### config.mk
export PLATFORM = sky130hd
export DESIGN_NAME = conv_stream_feeder_flat
export DESIGN_NICKNAME = d
export VERILOG_FILES = /design/src/rtl/conv_stream_feeder_if.sv /design/src/rtl/conv_stream_feeder.sv /design/src/flat_wrapper.sv
export SDC_FILE = /design/constraint.sdc
export NUM_CORES = 1
export LEC_CHECK = 0
export CORE_UTILIZATION = 40
export DETAILED_ROUTE_END_ITERATION = 10
export DONT_BUFFER_PORTS = 1
export GPL_TIMING_DRIVEN = 0
export HOLD_SLACK_MARGIN = 0.05
export PLACE_DENSITY_LB_ADDON = 0.25
export SYNTH_ARGS = -nofsm -noshare
export SYNTH_HDL_FRONTEND = slang
export SYNTH_SLANG_ARGS = --single-unit
### constraint.sdc
create_clock -name clk -period 3.08 [get_ports clk]
set_input_delay 0.616 -clock clk [delete_from_list [all_inputs] [get_ports clk]]
set_output_delay 0.616 -clock clk [all_outputs]
set_load 0.02 [all_outputs]
### src/rtl/conv_stream_feeder_if.sv
`default_nettype none
// ============================================================================
// Module   : conv_stream_feeder_if
// Brief    : Operand word stream from the feeder to the MAC controller.
// Revision : 1.0
// ============================================================================
interface conv_stream_feeder_if #(
    parameter int DATA_WIDTH = 16
);
    logic                  out_valid;
    logic                  out_ready;
    logic [DATA_WIDTH-1:0] out_data;
    logic                  out_is_weight;
    logic                  out_last;

    modport master (
        output out_valid,
        output out_data,
        output out_is_weight,
        output out_last,
        input  out_ready
    );

    modport slave (
        input  out_valid,
        input  out_data,
        input  out_is_weight,
        input  out_last,
        output out_ready
    );
endinterface
`default_nettype wire

### src/rtl/conv_stream_feeder.sv
`default_nettype none
// ============================================================================
// Module   : conv_stream_feeder
// Brief    : Walks the conv loop nest, reads operands, streams them out.
// Revision : 1.0
// ============================================================================
module conv_stream_feeder #(
    parameter int LOG2_OF_MEM_HEIGHT = 20,
    parameter int DATA_WIDTH         = 16,
    parameter int FEATURE_MAP_WIDTH  = 1024,
    parameter int FEATURE_MAP_HEIGHT = 1024,
    parameter int INPUT_NB_CHANNELS  = 64,
    parameter int OUTPUT_NB_CHANNELS = 64,
    parameter int WEIGHT_BASE        = 0,
    parameter int ACT_BASE           = 2**19
) (
    input  wire logic                          clk,
    input  wire logic                          rst_in,
    input  wire logic                          start,
    output logic                               busy,
    output logic                               done,
    output logic                               mem_re,
    output logic [LOG2_OF_MEM_HEIGHT-1:0]      mem_read_addr,
    input  wire logic [DATA_WIDTH-1:0]         mem_rdata,
    conv_stream_feeder_if.master               out_if
);

    localparam int c_aw  = LOG2_OF_MEM_HEIGHT;
    localparam int c_xw  = (FEATURE_MAP_WIDTH  > 1) ? $clog2(FEATURE_MAP_WIDTH)  : 1;
    localparam int c_yw  = (FEATURE_MAP_HEIGHT > 1) ? $clog2(FEATURE_MAP_HEIGHT) : 1;
    localparam int c_ciw = (INPUT_NB_CHANNELS  > 1) ? $clog2(INPUT_NB_CHANNELS)  : 1;
    localparam int c_cow = (OUTPUT_NB_CHANNELS > 1) ? $clog2(OUTPUT_NB_CHANNELS) : 1;

    localparam logic [c_xw-1:0]  c_x_max  = c_xw'(FEATURE_MAP_WIDTH - 1);
    localparam logic [c_yw-1:0]  c_y_max  = c_yw'(FEATURE_MAP_HEIGHT - 1);
    localparam logic [c_ciw-1:0] c_ci_max = c_ciw'(INPUT_NB_CHANNELS - 1);
    localparam logic [c_cow-1:0] c_co_max = c_cow'(OUTPUT_NB_CHANNELS - 1);

    typedef enum logic [1:0] {
        S_IDLE  = 2'd0,
        S_ISSUE = 2'd1,
        S_DRAIN = 2'd2,
        S_DONE  = 2'd3
    } state_t;

    state_t state_q, state_d;

    // Loop-nest position of the next word to be read; act_q selects the phase.
    logic             k_q,   k_d;
    logic             act_q, act_d;
    logic [c_xw-1:0]  x_q,   x_d;
    logic [c_yw-1:0]  y_q,   y_d;
    logic [c_cow-1:0] co_q,  co_d;
    logic [c_ciw-1:0] ci_q,  ci_d;

    logic             inflight_q;
    logic             infl_wt_q;
    logic             infl_last_q;

    logic [DATA_WIDTH-1:0] buf_data_q [0:1];
    logic                  buf_wt_q   [0:1];
    logic                  buf_last_q [0:1];
    logic                  head_q, head_d;
    logic [1:0]            cnt_q,  cnt_d;

    logic            w_valid;
    logic            w_pop;
    logic            w_tail;
    logic [2:0]      w_credit;
    logic            w_is_last;
    logic [c_aw-1:0] w_wt_addr;
    logic [c_aw-1:0] w_act_addr;

    // Arithmetic modulo 2**c_aw yields the same low bits as a full-width sum.
    assign w_wt_addr  = c_aw'(WEIGHT_BASE)
                      + ((c_aw'(ci_q) * c_aw'(OUTPUT_NB_CHANNELS) + c_aw'(co_q)) << 1)
                      + c_aw'(k_q);
    assign w_act_addr = c_aw'(ACT_BASE)
                      + ((((c_aw'(ci_q) * c_aw'(FEATURE_MAP_HEIGHT)) + c_aw'(y_q))
                          * c_aw'(FEATURE_MAP_WIDTH) + c_aw'(x_q)) << 1)
                      + c_aw'(k_q);

    assign w_is_last = act_q && k_q && (x_q == c_x_max) && (y_q == c_y_max)
                       && (co_q == c_co_max) && (ci_q == c_ci_max);

    assign w_valid  = (cnt_q != 2'd0);
    assign w_pop    = w_valid && out_if.out_ready;
    assign w_tail   = head_q ^ cnt_q[0];
    assign w_credit = {1'b0, cnt_q} + {2'b00, inflight_q};

    assign cnt_d  = cnt_q + {1'b0, inflight_q} - {1'b0, w_pop};
    assign head_d = w_pop ? ~head_q : head_q;

    always_comb begin
        state_d = state_q;
        k_d     = k_q;
        act_d   = act_q;
        x_d     = x_q;
        y_d     = y_q;
        co_d    = co_q;
        ci_d    = ci_q;
        mem_re  = 1'b0;
        case (state_q)
            S_IDLE: begin
                if (start) begin
                    state_d = S_ISSUE;
                    k_d     = 1'b0;
                    act_d   = 1'b0;
                    x_d     = '0;
                    y_d     = '0;
                    co_d    = '0;
                    ci_d    = '0;
                end
            end
            S_ISSUE: begin
                mem_re = (w_credit < 3'd2) || ((w_credit == 3'd2) && w_pop);
                if (mem_re) begin
                    if (w_is_last) begin
                        state_d = S_DRAIN;
                    end
                    if (!k_q) begin
                        k_d = 1'b1;
                    end else begin
                        k_d = 1'b0;
                        if (!act_q) begin
                            act_d = 1'b1;
                        end else if (x_q != c_x_max) begin
                            x_d = x_q + 1'b1;
                        end else begin
                            x_d = '0;
                            if (y_q != c_y_max) begin
                                y_d = y_q + 1'b1;
                            end else begin
                                y_d   = '0;
                                act_d = 1'b0;
                                if (co_q != c_co_max) begin
                                    co_d = co_q + 1'b1;
                                end else begin
                                    co_d = '0;
                                    ci_d = (ci_q == c_ci_max) ? '0 : ci_q + 1'b1;
                                end
                            end
                        end
                    end
                end
            end
            S_DRAIN: begin
                if ((cnt_q == 2'd0) && !inflight_q) begin
                    state_d = S_DONE;
                end
            end
            S_DONE: begin
                state_d = S_IDLE;
            end
            default: begin
                state_d = S_IDLE;
            end
        endcase
    end

    always_ff @(posedge clk) begin
        if (rst_in) begin
            state_q     <= S_IDLE;
            k_q         <= 1'b0;
            act_q       <= 1'b0;
            x_q         <= '0;
            y_q         <= '0;
            co_q        <= '0;
            ci_q        <= '0;
            inflight_q  <= 1'b0;
            infl_wt_q   <= 1'b0;
            infl_last_q <= 1'b0;
            head_q      <= 1'b0;
            cnt_q       <= 2'd0;
            for (int i = 0; i < 2; i++) begin
                buf_data_q[i] <= '0;
                buf_wt_q[i]   <= 1'b0;
                buf_last_q[i] <= 1'b0;
            end
        end else begin
            state_q     <= state_d;
            k_q         <= k_d;
            act_q       <= act_d;
            x_q         <= x_d;
            y_q         <= y_d;
            co_q        <= co_d;
            ci_q        <= ci_d;
            inflight_q  <= mem_re;
            infl_wt_q   <= ~act_q;
            infl_last_q <= w_is_last;
            head_q      <= head_d;
            cnt_q       <= cnt_d;
            if (inflight_q) begin
                buf_data_q[w_tail] <= mem_rdata;
                buf_wt_q[w_tail]   <= infl_wt_q;
                buf_last_q[w_tail] <= infl_last_q;
            end
        end
    end

    assign busy          = (state_q == S_ISSUE) || (state_q == S_DRAIN);
    assign done          = (state_q == S_DONE);
    assign mem_read_addr = mem_re ? (act_q ? w_act_addr : w_wt_addr) : '0;

    assign out_if.out_valid     = w_valid;
    assign out_if.out_data      = w_valid ? buf_data_q[head_q] : '0;
    assign out_if.out_is_weight = w_valid && buf_wt_q[head_q];
    assign out_if.out_last      = w_valid && buf_last_q[head_q];

endmodule
`default_nettype wire

### src/flat_wrapper.sv
// flat-port wrapper written by rule: the top's interface ports become plain ports
module conv_stream_feeder_flat 
#(
    parameter int LOG2_OF_MEM_HEIGHT = 20,
    parameter int DATA_WIDTH         = 16,
    parameter int FEATURE_MAP_WIDTH  = 1024,
    parameter int FEATURE_MAP_HEIGHT = 1024,
    parameter int INPUT_NB_CHANNELS  = 64,
    parameter int OUTPUT_NB_CHANNELS = 64,
    parameter int WEIGHT_BASE        = 0,
    parameter int ACT_BASE           = 2**19
)
  (clk, rst_in, start, busy, done, mem_re, mem_read_addr, mem_rdata, out_if_out_valid, out_if_out_data, out_if_out_is_weight, out_if_out_last, out_if_out_ready);
  conv_stream_feeder_if #(.DATA_WIDTH(DATA_WIDTH)) out_if_i ();
  input  wire logic clk;
  input  wire logic rst_in;
  input  wire logic start;
  output logic busy;
  output logic done;
  output logic mem_re;
  output logic [LOG2_OF_MEM_HEIGHT-1:0] mem_read_addr;
  input  wire logic [DATA_WIDTH-1:0] mem_rdata;
  output wire logic [$bits(out_if_i.out_valid)-1:0] out_if_out_valid;
  output wire logic [$bits(out_if_i.out_data)-1:0] out_if_out_data;
  output wire logic [$bits(out_if_i.out_is_weight)-1:0] out_if_out_is_weight;
  output wire logic [$bits(out_if_i.out_last)-1:0] out_if_out_last;
  input wire logic [$bits(out_if_i.out_ready)-1:0] out_if_out_ready;
  assign out_if_out_valid = out_if_i.out_valid;
  assign out_if_out_data = out_if_i.out_data;
  assign out_if_out_is_weight = out_if_i.out_is_weight;
  assign out_if_out_last = out_if_i.out_last;
  assign out_if_i.out_ready = out_if_out_ready;
  conv_stream_feeder #(.LOG2_OF_MEM_HEIGHT(LOG2_OF_MEM_HEIGHT), .DATA_WIDTH(DATA_WIDTH), .FEATURE_MAP_WIDTH(FEATURE_MAP_WIDTH), .FEATURE_MAP_HEIGHT(FEATURE_MAP_HEIGHT), .INPUT_NB_CHANNELS(INPUT_NB_CHANNELS), .OUTPUT_NB_CHANNELS(OUTPUT_NB_CHANNELS), .WEIGHT_BASE(WEIGHT_BASE), .ACT_BASE(ACT_BASE)) u_core (.clk(clk), .rst_in(rst_in), .start(start), .busy(busy), .done(done), .mem_re(mem_re), .mem_read_addr(mem_read_addr), .mem_rdata(mem_rdata), .out_if(out_if_i));
endmodule
After elaboration in Yosys (flattened, before gate mapping)
Memory sizes are Yosys's and may differ from the RTL's. A register that Yosys moved wholly into a read port is not among the register bits.
Cells that the tools add are included.
Storage, ports and cells
  RAM bits: 36
  output and inout port bits: 42
  input bits: 20
  bits in read-only memories: 0
  word-level logic and storage cells: 146
  flip-flop bits (word level): 42
  memories: 3
  bits in latches: 0
Memory list
  u_core.buf_data_q: depth 2, width 16, rd ports 1, clocked after Yosys merged registers in 1, write ports 2, RTL line conv_stream_feeder.sv:60  | logic [DATA_WIDTH-1:0] buf_data_q [0:1];
  u_core.buf_last_q: depth 2, width 1, rd ports 1, clocked after Yosys merged registers in 1, write ports 2, RTL line conv_stream_feeder.sv:62  | logic buf_last_q [0:1];
  u_core.buf_wt_q: depth 2, width 1, rd ports 1, clocked after Yosys merged registers in 1, write ports 2, RTL line conv_stream_feeder.sv:61  | logic buf_wt_q [0:1];
Operators by class
  shifts and indexed selects: 0
  mux-type cells: 67
  add/subtract/negate cells: 13
  bitwise gates (word level): 3
  equal/unequal tests: 20
  reduce and logical (&&, ||, !) cells: 27
  div/mod/pow operators: 0
  magnitude comparators: 1
  multipliers: 0
Operators by type and width (count)
  $mux 10: 10
  $mux 6: 14
  $add 20x1->20: 2
  $mux 20: 2
  $pmux 10 s2: 2
  $mux 16: 2
  $mux 1: 28
  $pmux 6 s2: 2
  $add 10x1->10 const B: 2
  $add 20x20->20 const A: 1
  $eq 10x10->1 const B: 2
  $ne 10x10->1 const B: 2
  $add 19x10->19: 1
  $reduce_or 16->1: 1
  $add 12x6->13: 1
  $add 6x1->6 const B: 2
  $eq 6x6->1 const B: 2
  $logic_and 1x1->1: 10
  $ne 2x1->1 const B: 5
  $add 1x9->9 const A: 1
  $mux 2: 4
  $ne 2x2->1 const B: 4
  $pmux 2 s4: 1
  $reduce_and 4->1: 2
  other kinds (21): 28

Depth between registers and ports, before layout
Gate-level depths: netlist of run 1.
  word-level depth: 9
  mapped depth: 10
  gate-level depth less buffers: 9

Least setup slack after synthesis of run 1
OpenSTA, ideal clock, no wires.
  kind: register -> output
  start: register u_core.cnt_q[0]
  end: output mem_read_addr[18]
  buffers on the path: 0
  arrival: 1985 ps
  stages on the path, launching flop included: 10
  path slack: 479 ps
  cell sequence: dfxtp_1 > ha_1 > inv_1 > ha_1 > nor3b_1 > a21o_1 > nand2_1 > inv_1 > nand2_1 > nor2_1
On the way
  word-level cells in the longest chain between the ends: 6
  elaborated cells between the ends (all ways): 9
Ends and longest elaborated chain
  from (decl): RTL line conv_stream_feeder.sv:64  | logic [1:0] cnt_q, cnt_d;
  from (signal assigned): RTL line conv_stream_feeder.sv:192  | cnt_q <= cnt_d;
  branches (longest 3 deep; another with $add 2x1->3)
  $logic_or 1x1->1 *: RTL line conv_stream_feeder.sv:116  | mem_re = (w_credit < 3'd2) || ((w_credit == 3'd2) && w_pop);
  $mux 1 *: RTL line conv_stream_feeder.sv:103  | case (state_q)
  net mem_re: RTL line flat_wrapper.sv:20  | output logic mem_re;
  $mux 20 *: RTL line conv_stream_feeder.sv:203  | assign mem_read_addr = mem_re ? (act_q ? w_act_addr : w_wt_addr) : '0;
  to (decl): RTL line flat_wrapper.sv:21  | output logic [LOG2_OF_MEM_HEIGHT-1:0] mem_read_addr;
Mark *: on every way through the listed nets, which the timed path passes.

Worst setup path in the final report of run 1
Ends and elaborated chain as after synthesis.

==> impl_metrics.tcl, run 1 <==
set metrics [dict create \
    grt_usage_pct 17.83 \
    vdd_drop_max_v 0.0002986 \
    vias 3173 \
    ioPinCount 62 \
    fin_util_pct 46.04 \
    endpoint_kind "output port" \
    cap_violations 0 \
    drt_wl_total_mm 9.242 \
    cts_root_buf "clkbuf_8" \
    synthArstFlopShare_pct 0 \
    p_clk_share_pct 21.6 \
    syn-num-nets 462 \
    start_util_pct 41.92 \
    dieHeight_microns 103.9 \
    postPlaceCellArea_sq_um 4320 \
    ys.warnings.count 0 \
    clk_latency_ns 0.35 \
    syn_area_per_cell_sq_um 9.706 \
    fp.dieArea_sq_um 10800 \
    worst_pin_slew_ns 0.8961 \
    final_nets 473 \
    gp_congestion 0.8352 \
    synth_top_area_cell "edfxtp_1" \
    syn_to_final_growth_pct 9.819 \
    h-tree-depth 3 \
    synth_area_leaders "edfxtp_1 (26%), dfxtp_1 (21%), mux2i_1 (8.0%)" \
    grt_pass1_vias 3024 \
    fmax_mhz 347.2 \
    synthDistinctLibCells 48 \
    synthCells 428 \
    num_rows 36 \
    place_inst 561 \
    synthFlopType "dfxtp_1" \
    holdBufCountCts 0 \
    drc 0 \
    clk_pin_slew_ns 0.09 \
    cts_tree "done" \
    rsz0062_at_grt "false" \
    p_comb_share_pct 38.6 \
    critPathMaxFanout 7 \
    power.density_nw_per_um2 718.7 \
    fin_crit_sh_pct 93.52 \
    crit_arrival_ns 2.26 \
    drt_pass1_iterations 4 \
    p_leak_nw 1.594 \
    worstSetupPathType "flip-flop to output port" \
    grt_antenna_before_repair 0 \
    synthTopCellsByCount "nor2_1 (52), dfxtp_1 (43), and2_1 (38)" \
    core_area_sq_um 9910 \
    clockBufferDepth 2 \
    pre_cts_ws_ns 0.1058 \
    cts_buffers 9 \
    synth_edf_count 36 \
    power_switching_mw 1.349 \
    cp.required_ns 2.46 \
    fin_ws_ns 0.1996 \
    gr-total-overflow 0 \
    switching_share_pct 41.15 \
    synth_top_area_share_pct 26.02 \
    clock_sinks 79 \
    fin_crit_ns 2.880 \
    setup-tns-final_ns 0 \
    p_seq_share_pct 39.9 \
    hpwl_mm 6.530 \
    finClkSkew_ns 0.01000 \
    vias_per_cell 5.499 \
    fin_cells 577 \
    die_x_microns 103.9 \
    final_antenna_net_count 0 \
    slew_headroom_pct 40.13 \
    routedWlPerCell_microns 16.02 \
    status "complete, no violations" \
    grt_pass1_wl_mm 15.28 \
    drt_iter0_markers 126 \
    crit_path_start_kind "flip-flop" \
    slew_viol_final 0 \
    hp-class "primary input to flip-flop" \
    internal_power_mw 1.930 \
    stdcell_area_sq_um 4562 \
    setup_violations 0 \
    drive_gt1_share_pct 10.59 \
    syn_area_sq_um 4154 \
    yosysMostFrequentCell "nor2_1" \
    hold_viol 0 \
    synth_seq_area_share_pct 46.75 \
    grt_max_degree 19 \
    ys_ff_latch 79 \
    place.port_buffers 0 \
    diodes 0 \
]
-- metrics by stage --
stage	power (mW)	hold WS (ns)
after CTS	3.279	0.4395
after global routing	3.487	0.4326
after detailed placement	2.545	0.4638
final	3.279	0.4533
after global placement	2.517	0.4626
after floorplan	2.271	0.4462
-- worst paths after layout --
path	from	end	slack (ns)	cells past startpoint
max	u_core.cnt_q[0]$_SDFF_PP0_	mem_read_addr[18]	0.20	9
min	mem_rdata[14]	u_core.buf_data_q[0][14]$_SDFFCE_PN0P_	0.45	1
max reg2reg	u_core.state_q[1]$_SDFFE_PP0P_	u_core.x_q[5]$_SDFFE_PP0P_	0.55	8
min reg2reg	u_core.y_q[9]$_SDFFE_PP0P_	u_core.y_q[9]$_SDFFE_PP0P_	0.48	2
-- layout by cell type (no fill, tap or decap), types with 3 or more instances in the layout --
master / n
nor2_2: 9
mux2i_1: 33
a21oi_1: 23
xnor2_1: 7
nand4_1: 12
ha_1: 14
and3_1: 13
o21ai_0: 11
o31ai_1: 6
inv_1: 13
and2_1: 38
a31oi_1: 3
nand2b_1: 7
edfxtp_1: 36
clkbuf_8: 10
clkbuf_1: 14
dfxtp_1: 42
nand2_1: 16
clkinv_4: 3
or4_1: 6
nor2_1: 41
or2_2: 5
and4_1: 3
xor2_1: 5
or3_1: 11
nand3_1: 17
nor3_1: 5
-- metal layers --
metal / vias to the layer above / share of wire [%] / track usage (%)
met2: 77 / 50 / 30.95
met1: 1527 / 43 / 21.47
met3: 16 / 4.8 / 3.759
met5: - / 0 / 0
li1: 1553 / - / -
met4: 0 / 2.1 / 7.143
-- power by group through the flow --
stage / clock [mW] / sequential [mW] / combinational, mW
2_1_floorplan: 0 / 1.30 / 0.968
3_3_place_gp: 0 / 1.32 / 1.19
3_5_place_dp: 0 / 1.33 / 1.22
4_1_cts: 0.717 / 1.31 / 1.26
5_1_grt: 0.768 / 1.32 / 1.40
6_report: 0.707 / 1.31 / 1.26
-- layout make-up --
| class | count | area (sq um) |
|---|---|---|
| multi-input combinational | 316 | 2130 |
| clock inverter | 6 | 46.29 |
| tap | 133 | 166.4 |
| inverter | 14 | 57.56 |
| sequential | 79 | 1943 |
| buffer | 19 | 91.34 |
| fill | 964 | 5348 |
| clock buffer | 10 | 127.6 |
-- state kept, by name (all words and copies together), names as in the netlist, named ones only --
| register | cells |
|---|---|
| u_core.act_q | 1 |
| u_core.x_q | 10 |
| u_core.head_q | 1 |
| u_core.co_q | 6 |
| u_core.k_q | 1 |
| u_core.state_q | 2 |
| u_core.infl_wt_q | 1 |
| u_core.cnt_q | 2 |
| u_core.ci_q | 6 |
| u_core.infl_last_q | 1 |
| u_core.buf_last_q | 2 |
| u_core.inflight_q | 1 |
| u_core.y_q | 10 |
| u_core.buf_wt_q | 2 |
| u_core.buf_data_q | 32 |
-- critical path, cell delays in order (launching register included) --
cell	delay, ns
dfxtp_2	0.40
ha_1	0.20
inv_1	0.05
ha_1	0.25
nor3b_2	0.19
a21o_1	0.21
nand2_4	0.12
clkinv_4	0.12
nand2_1	0.14
nor2_4	0.22
-- logic make-up after synthesis --
| group | after synthesis | share of synthesized area (%) |
|---|---|---|
| simple gates | 198 | 25.93 |
| fa+ha+maj | 14 | 4.217 |
| xor+xnor | 12 | 2.530 |
| buf+inv | 33 | 3.193 |
| mux | 34 | 8.223 |
| flops | 79 | 46.75 |
| compound gates | 58 | 9.157 |
-- timing repair --
action                                  in CTS  in global routing
resized for setup                           18                  7
setup buffers                                0                  0
pin swaps                                    0                  1
endpoints found under the setup margin      16                 22
No activity file was read; power rests on OpenSTA's default activity.
==> run 2: changes to the inputs <==
Settings changed: ABC_AREA set to 1.
==> impl_metrics.tcl, run 2 <==
set metrics [dict create \
    drc 0 \
    endpoint_kind "output port" \
    num_rows 38 \
    hold_viol 0 \
    r2r_end "u_core.buf_data_q[1][0]$_SDFFCE_PN0P_" \
    final_antenna_net_count 0 \
    hp-class "primary input to flip-flop" \
    yosysMostFrequentCell "nand2_1" \
    diodes 0 \
    routedWlPerCell_microns 14.01 \
    drive_gt1_share_pct 12.29 \
    place.port_buffers 0 \
    dieHeight_microns 107.5 \
    critPathMaxFanout 7 \
    ioPinCount 62 \
    synth_top_area_share_pct 24.30 \
    clockBufferDepth 2 \
    place_inst 726 \
    h-tree-depth 3 \
    grt_pass1_wl_mm 16.79 \
    fin_crit_ns 2.938 \
    synthCells 586 \
    slew_headroom_pct 46.23 \
    vias_per_cell 4.970 \
    rsz0062_at_grt "true" \
    grt_max_degree 19 \
    hpwl_mm 7.401 \
    hold_path_depth 2 \
    die_x_microns 107.5 \
    clk_pin_slew_ns 0.09 \
    ys_ff_latch 79 \
    synthTopCellsByCount "nand2_1 (136), nor2_1 (113), inv_1 (65)" \
    synthFlopType "dfxtp_1" \
    cp.required_ns 2.46 \
    fin_cells 742 \
    slew_viol_final 0 \
    fmax_mhz 340.4 \
    drt_wl_total_mm 10.40 \
    gr-total-overflow 0 \
    grt_usage_pct 18.76 \
    rrSetupSlack_ns 0.88 \
    vias 3688 \
    fin_ws_ns 0.1424 \
    synthDistinctLibCells 35 \
    syn_area_sq_um 4448 \
    r2r_start "u_core.cnt_q[0]$_SDFF_PP0_" \
    synth_area_leaders "edfxtp_1 (24%), dfxtp_1 (19%), nand2_1 (11%)" \
    finClkSkew_ns 0.01335 \
    power_mw 4.092 \
    synth_edf_count 36 \
    synth_seq_area_share_pct 43.66 \
    syn_to_final_growth_pct 10.80 \
    setup_violations 0 \
    power.density_nw_per_um2 830.3 \
    worstHoldStart "mem_rdata[2]" \
    holdBufCountCts 0 \
    ys.warnings.count 0 \
    grt_antenna_before_repair 0 \
    cts_root_buf "clkbuf_8" \
    regMostFlops "u_core.buf_data_q" \
    cts_buffers 9 \
    worstSetupPathType "flip-flop to output port" \
    largestRegisters "u_core.buf_data_q (32), u_core.x_q (10), u_core.y_q (10)" \
    syn-num-nets 620 \
    synthArstFlopShare_pct 0 \
    start_util_pct 41.03 \
    crit_path_start_kind "flip-flop" \
    layout.cells.most_common_list "nand2_1 (134), nor2_1 (97), inv_1 (64)" \
    cap_violations 0 \
    pre_cts_ws_ns -0.06100 \
    gp_congestion 0.8452 \
    layout_commonest_cell "nand2_1" \
    drt_iter0_markers 193 \
    hold_end "u_core.buf_data_q[0][2]$_SDFFCE_PN0P_" \
    rr_worst_depth 4 \
    synth_top_area_cell "edfxtp_1" \
    worst_pin_slew_ns 0.8045 \
    clk_latency_ns 0.34 \
    fp.dieArea_sq_um 11550 \
    largest_reg_flops 32 \
    p_leak_nw 1.936 \
    drt_pass1_iterations 6 \
    syn_area_per_cell_sq_um 7.590 \
    clock_sinks 79 \
    core_area_sq_um 10840 \
    grt_pass1_vias 3506 \
    fin_crit_sh_pct 95.38 \
    cts_tree "done" \
    status "complete, no violations" \
    vdd_drop_max_v 0.0003752 \
    crit_arrival_ns 2.32 \
    final_nets 631 \
]
[run 2: cell count changes after synthesis, sizes merged, moves of 11 or more]
cell | previous run | this run
nand2 | 17 | 142
nor2 | 52 | 123
inv | 14 | 68
and2 | 39 | 0
mux2i | 33 | 6
a21oi | 23 | 46
nand3 | 18 | 32
and3 | 13 | 0
or3 | 11 | 0
[run 2: logic make-up after synthesis]
| logic type | Yosys count | synth area share (%) |
|---|---|---|
| compound gates | 69 | 8.636 |
| xor+xnor | 8 | 1.575 |
| fa+ha+maj | 14 | 3.938 |
| simple gates | 320 | 32.60 |
| mux | 6 | 1.350 |
| buf+inv | 90 | 8.242 |
| flops | 79 | 43.66 |
[run 2: routing by layer]
metal | GRT usage (%) | routed length [microns]
met4 | 5.675 | 116
met5 | 0 | 0
met2 | 33.09 | 5076
met1 | 23.37 | 4649
met3 | 3.087 | 553
[run 2: what timing repair did]
item	4_1_cts	5_1_grt
gates resized for setup	13	19
setup buffers	0	0
setup endpoints to repair	20	19
pin swaps	0	1
[run 2: power by group]
| group | total, mW | switching (mW) | internal, mW |
|---|---|---|---|
| clock network | 0.841 | 0.387 | 0.455 |
| logic | 1.87 | 1.35 | 0.522 |
| registers | 1.38 | 0.123 | 1.26 |
| total | 4.09 | 1.86 | 2.23 |
[run 2: cell type report]
class | instances | area, sq um
well taps | 140 | 175.2
plain buffers | 20 | 105.1
clock inverters | 6 | 85.08
multi-input cells | 417 | 2230
fillers | 1108 | 5912
inverters | 70 | 262.8
flip-flops and latches | 79 | 1943
clock buffers | 10 | 127.6
[run 2: through the flow]
step | hold slack (ns) | instance area [sq um] | setup TNS [ns] | util (%)
after detailed placement | 0.4780 | 4623 | -1.085 | 42.65
after floorplan | 0.4549 | 4448 | 0 | -
final | 0.4926 | 4928 | 0 | 45.46
after global placement | 0.4700 | 4623 | -0.3164 | 42.65
after global routing | 0.4733 | 4928 | -0.08962 | 45.46
after CTS | 0.4771 | 4876 | -0.1012 | 44.98
[run 2: worst max path at each step]
| stage | cells past startpoint | start | to |
|---|---|---|---|
| floorplan | 11 | u_core.cnt_q[0]$_SDFF_PP0_ | mem_read_addr[14] |
| global placement | 5 | rst_in | u_core.buf_data_q[1][3]$_SDFFCE_PN0P_ |
| detailed placement | 5 | rst_in | u_core.buf_data_q[1][15]$_SDFFCE_PN0P_ |
| CTS | 10 | u_core.cnt_q[0]$_SDFF_PP0_ | mem_read_addr[8] |
| global route | 9 | u_core.inflight_q$_SDFF_PP0_ | mem_read_addr[4] |
| finish | 9 | u_core.inflight_q$_SDFF_PP0_ | mem_read_addr[4] |
[run 2: critical path: stages, from the launching register on]
cell and delay [ns]:
dfxtp_1 0.40, ha_1 0.20, inv_1 0.05, ha_1 0.26
nand2_1 0.05, nor2_1 0.10, nand2_2 0.09, nand2_1 0.08
nand2_2 0.15, a211oi_1 0.60
